$ cat src/rtl/led_scan_rx_pkg.sv
// led_scan_rx_pkg: shared constants and types for the seven-segment scan receiver.
//   - segment / digit-enable polarity and idle values
//   - 16-entry glyph table (index = hex nibble, value = active-low {dp,g..a})
//   - FSM state encoding
//   - small helpers for classifying a digit-enable byte
package led_scan_rx_pkg;

    localparam int         NUM_DIG   = 4;
    localparam logic       SEG_ON    = 1'b0;   // segments and enables are active-low
    localparam logic       SEG_OFF   = 1'b1;
    localparam logic [7:0] DE_NONE   = 8'hFF;  // no digit selected
    localparam logic [7:0] SEG_BLANK = 8'hFF;  // all segments dark

    // Entry i is the pattern for nibble i, dp off. Only bits [6:0] are compared.
    localparam logic [15:0][7:0] GLYPH = {
        8'h8E, 8'h86, 8'hA1, 8'hC6, 8'h83, 8'h88, 8'h90, 8'h80,
        8'hF8, 8'h82, 8'h92, 8'h99, 8'hB0, 8'hA4, 8'hF9, 8'hC0
    };

    typedef enum logic [1:0] {
        ST_IDLE   = 2'd0,
        ST_SETTLE = 2'd1,
        ST_HELD   = 2'd2
    } state_e;

    // One sample of the bus: digit enables plus segment byte.
    typedef struct packed {
        logic [7:0] de;
        logic [7:0] led;
    } scan_t;

    // Number of asserted (low) enables.
    function automatic logic [3:0] de_zeros(input logic [7:0] de);
        de_zeros = '0;
        for (int i = 0; i < 8; i++)
            if (de[i] == SEG_ON) de_zeros = de_zeros + 4'd1;
    endfunction

    // Position of the low bit in the lower nibble; only meaningful when exactly one is low.
    function automatic logic [1:0] de_idx(input logic [3:0] de_lo);
        de_idx = 2'd0;
        for (int i = 0; i < 4; i++)
            if (de_lo[i] == SEG_ON) de_idx = 2'(i);
    endfunction

endpackage

$ cat src/rtl/led_scan_rx_if.sv
// led_scan_rx_if: scan bus in, captured display state out.
//   de, ledout        : raw multiplexed scan (driven by the display side / bench)
//   digit_seg         : {d3,d2,d1,d0} captured segment bytes
//   frame_vld         : one-cycle pulse per complete four-digit frame
//   stall, err_multi  : timeout level / sticky multi-enable error
//   hex, hex_vld      : decoded nibbles and glyph-legal flags (zero unless decode is built)
// modport master: the scan source and consumer of the captured state.
// modport slave : the receiver (led_scan_rx).
interface led_scan_rx_if;
    logic [7:0]  de;
    logic [7:0]  ledout;
    logic [31:0] digit_seg;
    logic        frame_vld;
    logic        stall;
    logic        err_multi;
    logic [15:0] hex;
    logic [3:0]  hex_vld;

    modport master (
        output de, ledout,
        input  digit_seg, frame_vld, stall, err_multi, hex, hex_vld
    );

    modport slave (
        input  de, ledout,
        output digit_seg, frame_vld, stall, err_multi, hex, hex_vld
    );
endinterface

$ cat src/rtl/led_scan_rx_seg7_to_hex.sv
// seg7_to_hex: combinational glyph decoder, active-low {g..a} -> {vld, nibble}.
//   seg_i [6:0] : segment pattern (dp excluded)
//   vld_o       : pattern is one of the 16 hex glyphs
//   nib_o [3:0] : decoded nibble, 0 when not a glyph
// Only compiled when SEG_DECODE_EN is defined; without it no decode logic exists.
`ifdef SEG_DECODE_EN
module seg7_to_hex
    import led_scan_rx_pkg::*;
(
    input  logic [6:0] seg_i,
    output logic       vld_o,
    output logic [3:0] nib_o
);
    always_comb begin
        vld_o = 1'b0;
        nib_o = 4'd0;
        for (int i = 0; i < 16; i++) begin
            if (seg_i == GLYPH[i][6:0]) begin
                vld_o = 1'b1;
                nib_o = 4'(i);
            end
        end
    end
endmodule
`endif

$ cat src/rtl/led_scan_rx.sv
// led_scan_rx: receiver for a 4-digit multiplexed seven-segment scan bus.
// Synchronizes de/ledout, waits for STABLE_CYC identical samples, then commits the
// segment byte of the selected digit into a holding register.
// Ports:
//   clk    : system clock
//   clr_n  : asynchronous active-low reset
//   bus    : led_scan_rx_if.slave (de/ledout in; digit_seg, frame_vld, stall,
//            err_multi, hex, hex_vld out)
// Parameters:
//   STABLE_CYC  : consecutive identical samples before a commit (>=1)
//   TIMEOUT_CYC : clocks without a digit write before stall asserts
// Build option: SEG_DECODE_EN adds per-digit glyph decode onto hex/hex_vld;
//   otherwise those outputs are tied to zero.
module led_scan_rx
    import led_scan_rx_pkg::*;
#(
    parameter int STABLE_CYC  = 4,
    parameter int TIMEOUT_CYC = 65535
) (
    input  logic         clk,
    input  logic         clr_n,
    led_scan_rx_if.slave bus
);
    localparam int CW  = $clog2(STABLE_CYC + 1);
    localparam int TW  = $clog2(TIMEOUT_CYC + 1);
    // cnt value from which the next unchanged sample completes the stable run
    localparam int CMT = (STABLE_CYC > 1) ? STABLE_CYC - 2 : 0;

    scan_t                    s1_q, s2_q, prev_q;
    state_e                   state_q;
    logic [CW-1:0]            cnt_q;
    logic                     p_chg, commit, wr_en, err_set;
    logic [3:0]               zeros;
    logic [1:0]               idx;
    logic [NUM_DIG-1:0][7:0]  seg_q, seg_d;
    logic [NUM_DIG-1:0]       seen_q, seen_d;
    logic                     frame_q, stall_q, stall_d, err_q;
    logic [TW-1:0]            to_q, to_d;

    // Two-flop synchronizer; reset to an idle bus so a quiet bus never looks like a change.
    always_ff @(posedge clk or negedge clr_n) begin
        if (!clr_n) begin
            s1_q <= {DE_NONE, SEG_BLANK};
            s2_q <= {DE_NONE, SEG_BLANK};
        end else begin
            s1_q <= {bus.de, bus.ledout};
            s2_q <= s1_q;
        end
    end

    assign p_chg = (s2_q != prev_q);

    // The first sample of a new pattern is counted on the change cycle itself, so with
    // STABLE_CYC==1 the change cycle is also the commit cycle.
    always_comb begin
        commit = 1'b0;
        if (p_chg)
            commit = (STABLE_CYC == 1);
        else if (state_q == ST_SETTLE)
            commit = (cnt_q == CW'(CMT));
    end

    always_ff @(posedge clk or negedge clr_n) begin
        if (!clr_n) begin
            state_q <= ST_IDLE;
            cnt_q   <= '0;
            prev_q  <= {DE_NONE, SEG_BLANK};
        end else begin
            prev_q <= s2_q;
            if (p_chg) begin
                cnt_q   <= '0;
                state_q <= commit ? ST_HELD : ST_SETTLE;
            end else if (state_q == ST_SETTLE) begin
                cnt_q <= cnt_q + 1'b1;
                if (commit) state_q <= ST_HELD;
            end
        end
    end

    // Classify the committed enable byte: one low bit in [3:0] writes a digit,
    // idle or a digit 4/5 select is ignored, several low bits flag an error.
    always_comb begin
        zeros   = de_zeros(s2_q.de);
        idx     = de_idx(s2_q.de[3:0]);
        wr_en   = commit && (zeros == 4'd1) && (s2_q.de[7:4] == 4'hF);
        err_set = commit && (zeros > 4'd1);
    end

    always_comb begin
        seg_d = seg_q;
        if (wr_en) seg_d[idx] = s2_q.led;
    end

    // A completed frame empties seen before this cycle's write lands, so a write on the
    // frame cycle starts the next frame. A write also beats a simultaneous timeout.
    always_comb begin
        seen_d  = (seen_q == 4'hF) ? '0 : seen_q;
        to_d    = to_q;
        stall_d = stall_q;
        if (wr_en) begin
            seen_d[idx] = 1'b1;
            to_d        = '0;
            stall_d     = 1'b0;
        end else if (to_q != TW'(TIMEOUT_CYC)) begin
            to_d = to_q + 1'b1;
            if (to_d == TW'(TIMEOUT_CYC)) begin
                stall_d = 1'b1;
                seen_d  = '0;
            end
        end
    end

    always_ff @(posedge clk or negedge clr_n) begin
        if (!clr_n) begin
            seg_q   <= {NUM_DIG{SEG_BLANK}};
            seen_q  <= '0;
            frame_q <= 1'b0;
            stall_q <= 1'b0;
            err_q   <= 1'b0;
            to_q    <= '0;
        end else begin
            seg_q   <= seg_d;
            seen_q  <= seen_d;
            frame_q <= (seen_q == 4'hF);
            stall_q <= stall_d;
            to_q    <= to_d;
            if (err_set) err_q <= 1'b1;
        end
    end

    assign bus.digit_seg = seg_q;
    assign bus.frame_vld = frame_q;
    assign bus.stall     = stall_q;
    assign bus.err_multi = err_q;

`ifdef SEG_DECODE_EN
    logic [NUM_DIG-1:0][3:0] nib, hex_q;
    logic [NUM_DIG-1:0]      nib_vld, hv_q;

    // Each lane decodes its own next-state byte, so hex lines up with digit_seg and
    // only moves when that digit is written.
    for (genvar g = 0; g < NUM_DIG; g++) begin : g_dec
        seg7_to_hex u_dec (
            .seg_i (seg_d[g][6:0]),
            .vld_o (nib_vld[g]),
            .nib_o (nib[g])
        );
    end

    always_ff @(posedge clk or negedge clr_n) begin
        if (!clr_n) begin
            hex_q <= '0;
            hv_q  <= '0;
        end else begin
            hex_q <= nib;
            hv_q  <= nib_vld;
        end
    end

    assign bus.hex     = hex_q;
    assign bus.hex_vld = hv_q;
`else
    assign bus.hex     = '0;
    assign bus.hex_vld = '0;
`endif

endmodule
$ cat src/flat_wrapper.sv
// flat-port wrapper written by rule: the top's interface ports become plain ports
module led_scan_rx_flat import led_scan_rx_pkg::*;
#(
    parameter int STABLE_CYC  = 4,
    parameter int TIMEOUT_CYC = 65535
)
  (clk, clr_n, bus_de, bus_ledout, bus_digit_seg, bus_frame_vld, bus_stall, bus_err_multi, bus_hex, bus_hex_vld);
  led_scan_rx_if bus_i ();
  input  logic clk;
  input  logic clr_n;
  input wire logic [$bits(bus_i.de)-1:0] bus_de;
  input wire logic [$bits(bus_i.ledout)-1:0] bus_ledout;
  output wire logic [$bits(bus_i.digit_seg)-1:0] bus_digit_seg;
  output wire logic [$bits(bus_i.frame_vld)-1:0] bus_frame_vld;
  output wire logic [$bits(bus_i.stall)-1:0] bus_stall;
  output wire logic [$bits(bus_i.err_multi)-1:0] bus_err_multi;
  output wire logic [$bits(bus_i.hex)-1:0] bus_hex;
  output wire logic [$bits(bus_i.hex_vld)-1:0] bus_hex_vld;
  assign bus_i.de = bus_de;
  assign bus_i.ledout = bus_ledout;
  assign bus_digit_seg = bus_i.digit_seg;
  assign bus_frame_vld = bus_i.frame_vld;
  assign bus_stall = bus_i.stall;
  assign bus_err_multi = bus_i.err_multi;
  assign bus_hex = bus_i.hex;
  assign bus_hex_vld = bus_i.hex_vld;
  led_scan_rx #(.STABLE_CYC(STABLE_CYC), .TIMEOUT_CYC(TIMEOUT_CYC)) u_core (.clk(clk), .clr_n(clr_n), .bus(bus_i));
endmodule
$ cat config.mk
export PLATFORM = sky130hd
export DESIGN_NAME = led_scan_rx_flat
export DESIGN_NICKNAME = d
export VERILOG_FILES = /design/src/rtl/led_scan_rx_pkg.sv /design/src/rtl/led_scan_rx_if.sv /design/src/rtl/led_scan_rx_seg7_to_hex.sv /design/src/rtl/led_scan_rx.sv /design/src/flat_wrapper.sv
export SDC_FILE = /design/constraint.sdc
export NUM_CORES = 1
export LEC_CHECK = 0
export BUFFER_PORTS_ARGS = -buffer_cell sky130_fd_sc_hd__buf_2
export CELL_PAD_IN_SITES_DETAIL_PLACEMENT = 0
export CELL_PAD_IN_SITES_GLOBAL_PLACEMENT = 1
export CORE_UTILIZATION = 50
export DETAILED_ROUTE_END_ITERATION = 12
export PLACE_DENSITY = 0.9
export SLEW_MARGIN = 20
export SYNTH_ARGS = -nofsm -noshare
export SYNTH_HDL_FRONTEND = slang
export SYNTH_HIERARCHICAL = 1
export SYNTH_SLANG_ARGS = --single-unit
$ cat constraint.sdc
create_clock -name clk -period 10.8 [get_ports clk]
set_input_delay 1.08 -clock clk [delete_from_list [all_inputs] [get_ports clk]]
set_output_delay 1.08 -clock clk [all_outputs]
set_load 0.02 [all_outputs]
### Yosys cells after proc, flatten, opt, wreduce, memory -nomap -nowiden

Cells that the tools add are included.

* reductions and logical operators: 10
* shifts and indexed selects: 0
* bitwise operators: 1
* mux-type cells: 33
* equal/unequal tests: 8
* magnitude comparators: 3
* $mul: 0
* $add $sub $neg: 9
* divide/modulo/power cells: 0

Operators with widths (count)
* 4-bit two-way mux: 11
* 32-bit bitwise mux: 1
* 16-bit two-way mux: 2
* 4-bit by 1-bit adder with 4-bit output (second input constant): 6
* 16-bit by 1-bit adder with 16-bit output (second input constant): 1
* 8-bit demux with 2-bit select: 1
* 16-bit == test (second input constant): 1
* 16-bit != test: 1
* 16-bit != test (second input constant): 1
* 2-bit two-way mux: 6
* 4-bit == test (second input constant): 2
* 1-bit two-way mux: 8
* 8-bit two-way mux: 1
* 2-bit nonzero test: 4
* 3-bit two-way mux: 2
* 4-bit by 1-bit == test with 1-bit output (second input constant): 1
* 4-bit by 1-bit > comparator with 1-bit output (second input constant): 1
* 1-bit logical AND: 4
* 4-bit OR: 1
* 2-bit AND reduction: 2
* 3-bit by 1-bit adder with 3-bit output (second input constant): 1
* 3-bit by 2-bit == test with 1-bit output (second input constant): 1
* 2-bit by 3-bit < comparator with 1-bit output (second input constant): 1
* 1-bit by 1-bit adder with 2-bit output (second input constant): 1
* 3 further kinds: 3

* bits of input ports: 18
* bits in latches: 0
* memories kept: 0
* register bits: 108
* word-level logic and storage cells: 81
* ROM bits: 0
* memory bits (writable): 0

### Logic depth before layout (Yosys ltp)

* word-level depth: 20
* mapped depth: 21
* mapped depth without buffers: 21

### Least setup slack after synthesis

OpenSTA, ideal clock, no wires.

* path kind: flip-flop to flip-flop
* from: register u_core/s2_q[9] (netlist name)
* to: register u_core.err_q (netlist: u_core/bus.err_multi)
* path slack: 6060 ps
* cell stages (with the launch flop): 22
* buffers on the path: 0
* arrival time: 4620 ps
* setup time: 120 ps
* period minus slack after synthesis: 4740 ps
* required time: 10680 ps
* path through: dfstp_2 > inv_1 > ha_1 > nand2b_1 > and2_1 > ha_1 > nor2b_1 > a21o_1 > ha_1 > mux2_2 > ha_1 > nor2b_1 > a41oi_2 > nand2_1 > ha_1 > nor2_1 > a31oi_4 > ha_1 > and2b_2 > a2111oi_0 > o2bb2ai_1 > a31o_2

* longest elaborated chain between the ends: 15
* elaborated cells between the ends (all ways): 17
* those cells by class: add/sub: 6; order compare: 1; eq/ne: 1; mux: 8; reduce/logical: 1

Ends and longest elaborated chain
* start: declaration: RTL line led_scan_rx.sv:29 `scan_t s1_q, s2_q, prev_q;`
* start signal: assignment: RTL line led_scan_rx.sv:44 `s2_q <= {DE_NONE, SEG_BLANK};`
* start signal: assignment: RTL line led_scan_rx.sv:47 `s2_q <= s1_q;`
* 4-bit two-way mux: RTL line led_scan_rx_pkg.sv:36 `if (de[i] == SEG_ON) de_zeros = de_zeros + 4'd1;`
* 4-bit by 1-bit adder with 4-bit output: RTL line led_scan_rx_pkg.sv:36
* 4-bit two-way mux: RTL line led_scan_rx_pkg.sv:36
* 4-bit by 1-bit adder with 4-bit output: RTL line led_scan_rx_pkg.sv:36
* 4-bit two-way mux: RTL line led_scan_rx_pkg.sv:36
* 4-bit by 1-bit adder with 4-bit output: RTL line led_scan_rx_pkg.sv:36
* 4-bit two-way mux: RTL line led_scan_rx_pkg.sv:36
* 4-bit by 1-bit adder with 4-bit output: RTL line led_scan_rx_pkg.sv:36
* 4-bit two-way mux: RTL line led_scan_rx_pkg.sv:36
* 4-bit by 1-bit adder with 4-bit output: RTL line led_scan_rx_pkg.sv:36
* 4-bit two-way mux: RTL line led_scan_rx_pkg.sv:36
* 4-bit by 1-bit adder with 4-bit output: RTL line led_scan_rx_pkg.sv:36
* 4-bit two-way mux: RTL line led_scan_rx_pkg.sv:36
* 4-bit by 1-bit > comparator with 1-bit output: RTL line led_scan_rx.sv:86 `err_set = commit && (zeros > 4'd1);`
* 1-bit logical AND (*): RTL line led_scan_rx.sv:86
* end signal: assignment: RTL line led_scan_rx.sv:119 `err_q <= 1'b0;`
* end signal: assignment: RTL line led_scan_rx.sv:127 `if (err_set) err_q <= 1'b1;`
* end: declaration: RTL line led_scan_rx.sv:37 `logic frame_q, stall_q, stall_d, err_q;`

Every way passes the cells marked *; elsewhere a longest branch is shown, timed or not.
A chain may end at the register's enable or synchronous reset.

### Final worst setup path

Same ends and word-level chain as after synthesis.

==> results.sh <==
export IMPL_status="finished, final reports clean"
export IMPL_power_frac_comb=0.128
export IMPL_cts_root_buffer="clkbuf_8"
export IMPL_crit_path_end_kind="register"
export IMPL_max_cap_violations=0
export IMPL_synth_cells=376
export IMPL_gp_congestion=0.854
export IMPL_p_sw_frac=0.275
export IMPL_grt_pass1_vias=2851
export IMPL_cts_sinks=108
export IMPL_critPathMaxFanout=6
export IMPL_p_clk_frac=0.306
export IMPL_coreArea_mm2=0.00973
export IMPL_crit_type="reg -> reg"
export IMPL_seqPwrFrac=0.566
export IMPL_synth_edf_count=0
export IMPL_yosysSeqAreaShare=0.561
export IMPL_num_rows=36
export IMPL_cts_path_max_buffers=2
export IMPL_hold_class="reg -> reg"
export IMPL_tightest_slew_ns=0.827
export IMPL_ios=73
export IMPL_p_int_mw=0.553
export IMPL_switching_power_mw=0.209
export IMPL_die_area_mm2=0.0104
export IMPL_htreeDepth=3
export IMPL_fillers=842
export IMPL_path_clk_slew_ns=0.11
export IMPL_fmax_mhz=192
export IMPL_multiInputGateArea_mm2=0.00197
export IMPL_tns_ns=0
export IMPL_ys_flop_type="dfstp_2"
export IMPL_grt_max_degree=70
export IMPL_skew_ns=0.0168
export IMPL_areaGrowthSynthToFinish_pct=9.24
export IMPL_powerDensity_mw_per_mm2=140
export IMPL_whs_ns=0.352
export IMPL_viasPerCell=5.13
export IMPL_final_cells=567
export IMPL_antenna_cells=0
export IMPL_drtIter0Drc=167
export IMPL_crit_path_top_delay_cell="dfstp_2"
export IMPL_io_buffers=52
export IMPL_synthArstFlopShare=1.00
export IMPL_drive_gt1_frac=0.475
export IMPL_cts_made_buffers=9
export IMPL_period_needed_ns=5.20
export IMPL_avgSynthCellArea_um2=13.3
export IMPL_cts_setup_buffers=0
export IMPL_grtUsageTotal=0.172
export IMPL_syn_area_mm2=0.00500
export IMPL_fin_crit_sh=0.481
export IMPL_drc_errors=0
export IMPL_antenna_found_initial=0
export IMPL_firstDrtPassIters=4
export IMPL_wl_per_cell_um=15.0
export IMPL_worstSkewPairLatency_ns=0.37
export IMPL_crit_top_cell="ha_1"
export IMPL_path_cells="inv_1 > ha_1 > nand2b_1 > and2_1 > ha_1 > nor2b_1 > a21o_1 > ha_1 > mux2_2 > ha_1 > nor2b_1 > a41oi_2 > nand2_1 > ha_1 > nor2_1 > a31oi_4 > ha_1 > and2b_2 > a2111oi_0 > o2bb2ai_1 > a31o_2"
export IMPL_slowest_delay_ns=0.59
export IMPL_slew_limit_headroom=0.449
export IMPL_overflow=0
export IMPL_initial_utilization=0.514
export IMPL_regArea_mm2=0.00280
export IMPL_drv_slew=0
export IMPL_grt_pass1_wl_um=13600
export IMPL_die_h_um=102
export IMPL_synthDistinctLibCells=65
export IMPL_hpwl_um=6140
export IMPL_cp_start_kind="register"
export IMPL_cts_hold_buffers=0
export IMPL_finalHoldViolCount=0
export IMPL_p_leak_nw=2.49
export IMPL_fin_nets=458
export IMPL_drtAntennaViolNets=0
export IMPL_num_vias=2907
export IMPL_place_inst=551
export IMPL_synth_warnings=6
export IMPL_grt_setup_unrepaired="no"
export IMPL_wirelength_um=8530
export IMPL_die_w_um=102
export IMPL_cts_tree="done"
export IMPL_layout_commonest_cell="dfstp_2"
export IMPL_vdd_ir_drop_max_mv=0.105
export IMPL_cts_resized=0
export IMPL_cp_required_ns=11.06
export IMPL_setup_viol=0
export IMPL_cp_arrival_ns=5.46
export IMPL_layout_common_cells="dfstp_2, buf_2, mux2_2, dfrtp_1, xor2_1"
export IMPL_ys_seq_elements=108
routing by layer:
metal / GRT usage / vias to the layer above / wire (um)
li1: - / 1375 / -
met1: 0.233 / 1475 / 3820
met2: 0.277 / 48 / 4360
met3: 0.0417 / 9 / 263
met4: 0.0527 / 0 / 78
met5: 0 / - / 0
critical path, delay by kind of cell, from the launching register on:
kind,cells,cell delay [ns]
AO/OA/AOI/OAI,6,1.34
AND/OR/NAND/NOR,7,1.19
buffers and inverters,1,0.07
multiplexers,1,0.27
flip-flops,1,0.59
adder cells (fa/ha/maj),6,1.64
state kept, by name (all words and copies together) (netlist names):
signal,flops
u_core/cnt_q,3
u_core/s1_q,16
u_core/to_q,16
u_core/seen_q,4
u_core/bus.frame_vld,1
u_core/bus.digit_seg,32
u_core/bus.stall,1
u_core/state_q,2
u_core/s2_q,16
u_core/prev_q,16
u_core/bus.err_multi,1
final timing paths:
path,slack (ns),end,depth (start not counted),start
worst max-delay path,5.60,u_core/bus.err_multi,21,u_core/s2_q[9]
worst min-delay path,0.35,u_core/s2_q[1],0,u_core/s1_q[1]
worst max register to register,5.60,u_core/bus.err_multi,21,u_core/s2_q[9]
min in group asynchronous,0.97,u_core/bus.digit_seg[17],1,clr_n
worst min register to register,0.35,u_core/s2_q[1],0,u_core/s1_q[1]
max in group asynchronous,8.93,u_core/cnt_q[0],2,clr_n
kinds of logic after synthesis:
logic type	count (synthesis)	share of synthesized area
flops	108	0.561
simple gates	95	0.126
buf+inv	46	0.0598
xor+xnor	42	0.0891
compound gates	39	0.0583
mux	34	0.0779
fa+ha+maj	11	0.0275
other cells	1	0.000750
power groups by stage:
stage | Sequential, mW | Clock [mW] | Combinational, mW
2_1_floorplan | 0.434 | 0 | 0.0811
3_3_place_gp | 0.437 | 0 | 0.0935
3_5_place_dp | 0.438 | 0 | 0.0973
4_1_cts | 0.431 | 0.244 | 0.0978
5_1_grt | 0.433 | 0.258 | 0.107
6_report | 0.431 | 0.234 | 0.0975
cell type report:
class | count | share of cell area
clock buffer | 9 | 0.0227
clock inverter | 7 | 0.0124
inverter | 16 | 0.0112
multi-input combinational | 241 | 0.360
sequential | 108 | 0.513
tap | 133 | 0.0305
timing repair buffer | 53 | 0.0495
synthesized netlist by cell type, drive strengths merged (6+ instances only):
cell type	number	area, um2
dfrtp	28	701
nand4	11	90.1
xor2	26	228
inv	15	56.3
nand3	8	52.6
nor2	19	71.3
xnor2	12	124
clkbuf	6	53.8
nor2b	6	37.5
ha	11	138
dfstp	80	2100
nand2	12	45.0
buf	24	184
a21oi	15	75.1
mux2	33	379
nor4	8	86.3
per-stage QoR:
stage	power, mW	utilization	setup WS [ns]	cell area, um2
3_3_place_gp	0.531	0.541	5.80	5270
6_report	0.762	0.561	5.60	5460
3_5_place_dp	0.535	0.541	5.65	5270
2_1_floorplan	0.515	-	6.06	5070
5_1_grt	0.798	0.561	5.38	5460
4_1_cts	0.773	0.561	5.63	5460
(Power assumes the default switching activity.)
